==> config.mk <==
export PLATFORM = sky130hd
export DESIGN_NAME = tmr_mem_scrubber
export DESIGN_NICKNAME = d
export VERILOG_FILES = /design/src/rtl/tmr_scrub_pkg.sv /design/src/rtl/tmr_scrub_arb.sv /design/src/rtl/tmr_mem_scrubber.sv
export SDC_FILE = /design/constraint.sdc
export NUM_CORES = 1
export LEC_CHECK = 0
export CAP_MARGIN = 40
export CORE_UTILIZATION = 45
export CTS_CLUSTER_SIZE = 24
export DETAILED_ROUTE_END_ITERATION = 8
export MAX_ROUTING_LAYER = met4
export PLACE_DENSITY_LB_ADDON = 0.05
export REMOVE_ABC_BUFFERS = 1
export SYNTH_ARGS = -nofsm -noshare
export SYNTH_HDL_FRONTEND = slang
export SYNTH_SLANG_ARGS = --single-unit
==> constraint.sdc <==
create_clock -name clk -period 2.49 [get_ports clk]
set_input_delay 0.498 -clock clk [delete_from_list [all_inputs] [get_ports clk]]
set_output_delay 0.498 -clock clk [all_outputs]
set_load 0.01 [all_outputs]
==> src/rtl/tmr_scrub_pkg.sv <==
// ---------------------------------------------------------------------------
// tmr_scrub_pkg : scrub FSM state encoding and saturating-counter widths
// Rev 1.0
// ---------------------------------------------------------------------------
`default_nettype none

package tmr_scrub_pkg;

  typedef enum logic [2:0] {
    S_IDLE = 3'd0,
    S_WAIT = 3'd1,
    S_RD   = 3'd2,
    S_RW   = 3'd3,
    S_WB   = 3'd4,
    S_VR   = 3'd5,
    S_VC   = 3'd6
  } scrub_state_e;

  localparam int PASS_CNT_W = 16;
  localparam int VERR_W     = 8;

endpackage

`default_nettype wire

==> src/rtl/tmr_scrub_arb.sv <==
// ---------------------------------------------------------------------------
// tmr_scrub_arb : host-priority mux of host/scrub requests onto the memory port
// Rev 1.0
// ---------------------------------------------------------------------------
`default_nettype none

module tmr_scrub_arb #(
  parameter int AW = 8,
  parameter int DW = 8
) (
  input  logic          clk,
  input  logic          rst,
  input  logic          host_we_i,
  input  logic          host_re_i,
  input  logic [AW-1:0] host_addr_i,
  input  logic [DW-1:0] host_wdata_i,
  input  logic          scrub_we_i,
  input  logic          scrub_re_i,
  input  logic [AW-1:0] scrub_addr_i,
  input  logic [DW-1:0] scrub_wdata_i,
  input  logic [DW-1:0] mem_rdata_i,
  output logic          host_req_o,
  output logic          mem_we_o,
  output logic          mem_re_o,
  output logic [AW-1:0] mem_addr_o,
  output logic [DW-1:0] mem_wdata_o,
  output logic          host_rvalid_o,
  output logic [DW-1:0] host_rdata_o
);

  logic host_rd;
  logic scrub_act;
  logic rvalid_q;

  assign host_rd   = host_re_i & ~host_we_i;
  assign scrub_act = ~host_req_o & (scrub_we_i | scrub_re_i);

  // Any host request owns the whole cycle; scrub only drives when the host is idle.
  assign host_req_o  = host_we_i | host_re_i;
  assign mem_we_o    = host_req_o ? host_we_i : scrub_we_i;
  assign mem_re_o    = host_req_o ? host_rd : scrub_re_i;
  assign mem_addr_o  = host_req_o ? host_addr_i : (scrub_act ? scrub_addr_i : '0);
  assign mem_wdata_o = host_we_i ? host_wdata_i :
                       ((scrub_act & scrub_we_i) ? scrub_wdata_i : '0);

  always_ff @(posedge clk or posedge rst) begin
    if (rst) rvalid_q <= 1'b0;
    else     rvalid_q <= host_rd;
  end

  assign host_rvalid_o = rvalid_q;
  assign host_rdata_o  = rvalid_q ? mem_rdata_i : '0;

endmodule

`default_nettype wire

==> src/rtl/tmr_mem_scrubber.sv <==
// ---------------------------------------------------------------------------
// tmr_mem_scrubber : host port + background read/write-back scrub of a TMR memory
// Optional verify-after-write step enabled by macro SCRUB_VERIFY_EN.  Rev 1.0
// ---------------------------------------------------------------------------
`default_nettype none

module tmr_mem_scrubber
  import tmr_scrub_pkg::*;
#(
  parameter int AW = 8,
  parameter int DW = 8,
  parameter int IW = 16
) (
  input  logic                  clk,
  input  logic                  rst,
  input  logic                  scrub_en_i,
  input  logic [IW-1:0]         interval_i,
  input  logic                  host_we_i,
  input  logic                  host_re_i,
  input  logic [AW-1:0]         host_addr_i,
  input  logic [DW-1:0]         host_wdata_i,
  output logic                  host_rvalid_o,
  output logic [DW-1:0]         host_rdata_o,
  output logic                  mem_we_o,
  output logic                  mem_re_o,
  output logic [AW-1:0]         mem_addr_o,
  output logic [DW-1:0]         mem_wdata_o,
  input  logic [DW-1:0]         mem_rdata_i,
  output logic                  scrub_busy_o,
  output logic                  pass_done_o,
  output logic [PASS_CNT_W-1:0] pass_count_o,
  output logic [VERR_W-1:0]     verify_err_o
);

  scrub_state_e          state_q, state_d;
  logic [AW-1:0]         ptr_q, ptr_d;
  logic [IW-1:0]         cnt_q, cnt_d;
  logic [DW-1:0]         hold_q, hold_d;
  logic                  cancel_q, cancel_d;
  logic                  pass_done_q, pass_done_d;
  logic [PASS_CNT_W-1:0] pass_cnt_q, pass_cnt_d;
  logic                  scrub_we, scrub_re, host_req, hit, advance;

  assign hit = host_we_i & (host_addr_i == ptr_q);

  tmr_scrub_arb #(.AW(AW), .DW(DW)) u_arb (
    .clk          (clk),
    .rst          (rst),
    .host_we_i    (host_we_i),
    .host_re_i    (host_re_i),
    .host_addr_i  (host_addr_i),
    .host_wdata_i (host_wdata_i),
    .scrub_we_i   (scrub_we),
    .scrub_re_i   (scrub_re),
    .scrub_addr_i (ptr_q),
    .scrub_wdata_i(hold_q),
    .mem_rdata_i  (mem_rdata_i),
    .host_req_o   (host_req),
    .mem_we_o     (mem_we_o),
    .mem_re_o     (mem_re_o),
    .mem_addr_o   (mem_addr_o),
    .mem_wdata_o  (mem_wdata_o),
    .host_rvalid_o(host_rvalid_o),
    .host_rdata_o (host_rdata_o)
  );

`ifdef SCRUB_VERIFY_EN
  logic [VERR_W-1:0] verr_q, verr_d;
  assign verify_err_o = verr_q;
`else
  assign verify_err_o = '0;
`endif

  always_comb begin
    state_d     = state_q;
    ptr_d       = ptr_q;
    cnt_d       = cnt_q;
    hold_d      = hold_q;
    cancel_d    = cancel_q;
    pass_done_d = 1'b0;
    pass_cnt_d  = pass_cnt_q;
    scrub_we    = 1'b0;
    scrub_re    = 1'b0;
    advance     = 1'b0;
`ifdef SCRUB_VERIFY_EN
    verr_d      = verr_q;
`endif
    case (state_q)
      S_IDLE: if (scrub_en_i) begin
        cnt_d   = interval_i;
        state_d = S_WAIT;
      end
      S_WAIT: begin
        if (!scrub_en_i) begin
          state_d = S_IDLE;
        end else if (cnt_q[IW-1:1] == '0) begin
          cnt_d   = '0;
          state_d = S_RD;
        end else begin
          cnt_d = cnt_q - IW'(1);
        end
      end
      S_RD: if (!host_req) begin
        scrub_re = 1'b1;
        cancel_d = 1'b0;
        state_d  = S_RW;
      end
      S_RW: begin
        hold_d  = mem_rdata_i;
        state_d = S_WB;
        if (hit) cancel_d = 1'b1;
      end
      // A host write to this address since the read makes hold_q stale: drop the write-back.
      S_WB: begin
        if (cancel_q || hit) begin
          advance = 1'b1;
        end else if (!host_req) begin
          scrub_we = 1'b1;
`ifdef SCRUB_VERIFY_EN
          state_d  = S_VR;
`else
          advance  = 1'b1;
`endif
        end
      end
`ifdef SCRUB_VERIFY_EN
      S_VR: if (!host_req) begin
        scrub_re = 1'b1;
        state_d  = S_VC;
      end
      S_VC: begin
        if (mem_rdata_i != hold_q && verr_q != '1) verr_d = verr_q + VERR_W'(1);
        advance = 1'b1;
      end
`endif
      default: state_d = S_IDLE;
    endcase

    if (advance) begin
      ptr_d    = ptr_q + AW'(1);
      cancel_d = 1'b0;
      if (ptr_q == '1) begin
        pass_done_d = 1'b1;
        if (pass_cnt_q != '1) pass_cnt_d = pass_cnt_q + PASS_CNT_W'(1);
      end
      if (!scrub_en_i) begin
        state_d = S_IDLE;
      end else if (interval_i == '0) begin
        state_d = S_RD;
      end else begin
        cnt_d   = interval_i;
        state_d = S_WAIT;
      end
    end
  end

  always_ff @(posedge clk or posedge rst) begin
    if (rst) begin
      state_q     <= S_IDLE;
      ptr_q       <= '0;
      cnt_q       <= '0;
      hold_q      <= '0;
      cancel_q    <= 1'b0;
      pass_done_q <= 1'b0;
      pass_cnt_q  <= '0;
    end else begin
      state_q     <= state_d;
      ptr_q       <= ptr_d;
      cnt_q       <= cnt_d;
      hold_q      <= hold_d;
      cancel_q    <= cancel_d;
      pass_done_q <= pass_done_d;
      pass_cnt_q  <= pass_cnt_d;
    end
  end

`ifdef SCRUB_VERIFY_EN
  always_ff @(posedge clk or posedge rst) begin
    if (rst) verr_q <= '0;
    else     verr_q <= verr_d;
  end
`endif

  assign scrub_busy_o = (state_q != S_IDLE) && (state_q != S_WAIT);
  assign pass_done_o  = pass_done_q;
  assign pass_count_o = pass_cnt_q;

endmodule

`default_nettype wire
==> out/metrics.csv <==
metric,value,unit
DP Wirelength,7790,um
Pre-antenna DRT Iters,5,
Crit. End Element,output port,
Ports,98,
clock root buffer master,clkbuf_8,
Placement Rows,33,
Port Buffers,89,
Hold WC Path Type,reg -> reg,
routability cong.,0.929,
chip height,94.5,um
post-route ant nets,0,
Congestion Overflow GR,0,
static leakage,0.00226,uW
Final period util,98.0,%
Core Box Area,8260,sq um
Residual DRC,0,
Worst Setup Path Type,reg -> out,
Max-Slew Margin vs Limit,63.7,%
CP max FO,7,
register bit total from synthesis,54,
Post-Syn Area,3850,sq um
Post-CTS Hold Fix Bufs,0,
Period minus WS final,2.44,ns
Clock Skew,0.00637,ns
post-synthesis cell count,428,
Syn. warnings,0,
share of layout cells above drive strength 1,18.8,%
flop2flop setup slack,0.18,ns
"Worst Setup Slack, final",0.0496,ns
Routed WL,10500,um
final-stage net count,599,
most frequent cells in the layout,"clkdlybuf4s50_1 (68), buf_4 (55), dfrtp_1 (54)",
Inserted Clock Buffers,5,
CTS H-tree lvls,2,
Max Freq,0.410,GHz
Die Span X,94.5,um
Critical Path AT,1.94,ns
register area share after synthesis,35.1,%
CP startpoint kind,flop,
# fillers,746,
Pwr Total,3060,uW
largest net degree at the start of global routing,35,
# setup viols final,0,
clk buf depth,2,
clk slew on worst S/H paths,0.10,ns
number of synthesized flops with an enable pin,0,
Max VDD drop,0.325,mV
"most common cell after layout, fill and taps aside",clkdlybuf4s50_1,
final slew viol count,0,
Area Overhead vs Synth,37.7,%
initial antenna violation count,0,
clk sinks,54,
status,completed,
PD cells,577,nW/um^2
count of cell types in the netlist,66,
vias in the first global route,3505,
Starting Density,46.6,%
DR vias/cell,5.73,
DRT iter0 DRCs,252,
first-pass GRT wire length,17200,um
Synth Area per Inst,8.99,sq um
Worst Hold Launch,pass_count_o[5]$_DFFE_PP0P_,
dominant synthesized flop cell,dfrtp_1,
CTS tree,done,
worst slew pin tran,0.543,ns
ys async rst share,100,%
die area,8920,sq um
Post-Place Setup Slack,-0.395,ns
Final Hold Vio Count,0,
Avg WL per Cell,16.0,um
RR Startpoint,cnt_q[5]$_DFF_PP0_,
DR vias,3765,
area occupied by multi-input gates,2330,sq um
Post-Layout Inst Area,5300,sq um
Inserted Diodes,0,
max cap viols,0,
"Cell Area, Placed",5120,sq um
sequential cell area,1350,sq um
Worst EP required,1.99,ns
critical path startpoint,state_q[1]$_DFFE_PP0P_,
worst-skew pair later-pin latency,0.31,ns
Global Route Usage Sum,25.1,%
## repair_timing
action                                  4_1_cts  5_1_grt
endpoints found under the setup margin       17       12
pin swaps                                     5        2
setup buffers                                 5        1
resized for setup                            33        7
## metrics by stage
stage,util (%),hold WS (ns),TNS [ns],std cells
after floorplan,-,0.480,-6.26,396
after global routing,64.1,0.527,-0.0685,657
after detailed placement,62.0,0.482,-9.60,643
after CTS,63.8,0.500,0,656
final,64.1,0.493,0,657
after global placement,62.0,0.482,-7.23,643
## cell usage after synthesis, drive strengths merged, types with 2 or more instances
| master | number | share of area, % |
|---|---|---|
| a211oi | 3 | 0.59 |
| a21o | 4 | 0.78 |
| a21oi | 12 | 1.6 |
| a22o | 18 | 4.1 |
| a31o | 2 | 0.46 |
| a31oi | 7 | 1.1 |
| a32o | 2 | 0.52 |
| and2 | 10 | 1.6 |
| and3 | 4 | 0.68 |
| and4 | 5 | 1.1 |
| buf | 15 | 2.8 |
| clkbuf | 24 | 2.3 |
| dfrtp | 54 | 35 |
| ha | 3 | 0.98 |
| inv | 12 | 1.2 |
| mux2 | 15 | 4.6 |
| mux2i | 2 | 0.52 |
| nand2 | 19 | 1.9 |
| nand2b | 6 | 0.98 |
| nand3 | 13 | 1.7 |
| nand3b | 3 | 0.59 |
| nand4 | 12 | 2.0 |
| nand4b | 2 | 0.46 |
| nor2 | 26 | 2.5 |
| nor2b | 12 | 2.0 |
| nor3 | 17 | 2.2 |
| nor3b | 4 | 0.78 |
| nor4 | 25 | 4.8 |
| o2111ai | 3 | 0.68 |
| o211ai | 2 | 0.39 |
| o21a | 3 | 0.59 |
| o21ai | 12 | 1.6 |
| o221ai | 3 | 1.0 |
| o22ai | 4 | 0.65 |
| o2bb2ai | 4 | 0.91 |
| o31ai | 6 | 1.2 |
| or2 | 5 | 0.81 |
| or3 | 3 | 0.52 |
| or4 | 3 | 0.62 |
| or4b | 2 | 0.52 |
| xnor2 | 14 | 3.2 |
| xor2 | 20 | 4.6 |
## flip-flops by register name, summed over array words and instances, names as in the netlist
| name | cells |
|---|---|
| ptr_q | 8 |
| hold_q | 8 |
| pass_count_o | 16 |
| state_q | 3 |
| cnt_q | 16 |
| cancel_q | 1 |
| u_arb.host_rvalid_o | 1 |
| pass_done_o | 1 |
## kinds of logic (layout without fill, tap and decap cells)
logic type	count (synthesis)	after routing	synth area share [%]
buffers and inverters	51	168	6.34
other	1	8	0.0975
and+or+nand+nor	172	172	26.0
AOI/OAI and AO/OA	96	96	18.6
DFF	54	54	35.1
xor gates and xnor gates	34	34	7.74
muxes	17	17	5.11
adders and majority gates	3	3	0.976
## layout make-up
type,instances,area share (%)
Multi-Input combinational cell,330,44.0
Sequential cell,54,25.5
Timing Repair Buffer,148,25.4
Tap cell,105,2.48
Clock buffer,7,1.63
Inverter,12,0.850
Clock inverter,1,0.165
## critical path, stage by stage, from the launching register on
cell	delay, ns
dfrtp_1	0.41
buf_4	0.14
nand2b_1	0.11
nor3_2	0.04
or2_4	0.23
buf_4	0.13
buf_6	0.12
a22o_1	0.17
dlygate4sd2_1	0.28
## routing by layer
metal	global-route usage, %	routed length, um	up-vias
li1	-	-	1833
met1	33.1	4770	1824
met2	41.3	5190	97
met3	3.22	473	11
met4	5.68	91	0
met5	-	0	-
## worst paths after layout
kind,endpoint,cells past startpoint
worst max-delay path,mem_addr_o[7],8
worst min-delay path,pass_count_o[5]$_DFFE_PP0P_,1
worst max register to register,cnt_q[12]$_DFF_PP0_,6
worst min register to register,pass_count_o[5]$_DFFE_PP0P_,1
max in group asynchronous,pass_count_o[1]$_DFFE_PP0P_,3
min in group asynchronous,pass_count_o[11]$_DFFE_PP0P_,2
## power breakdown
group | switching (uW) | internal [uW]
registers | 223 | 1030
logic | 624 | 656
clock network | 292 | 231
total | 1140 | 1920
(Power assumes the default switching activity.)
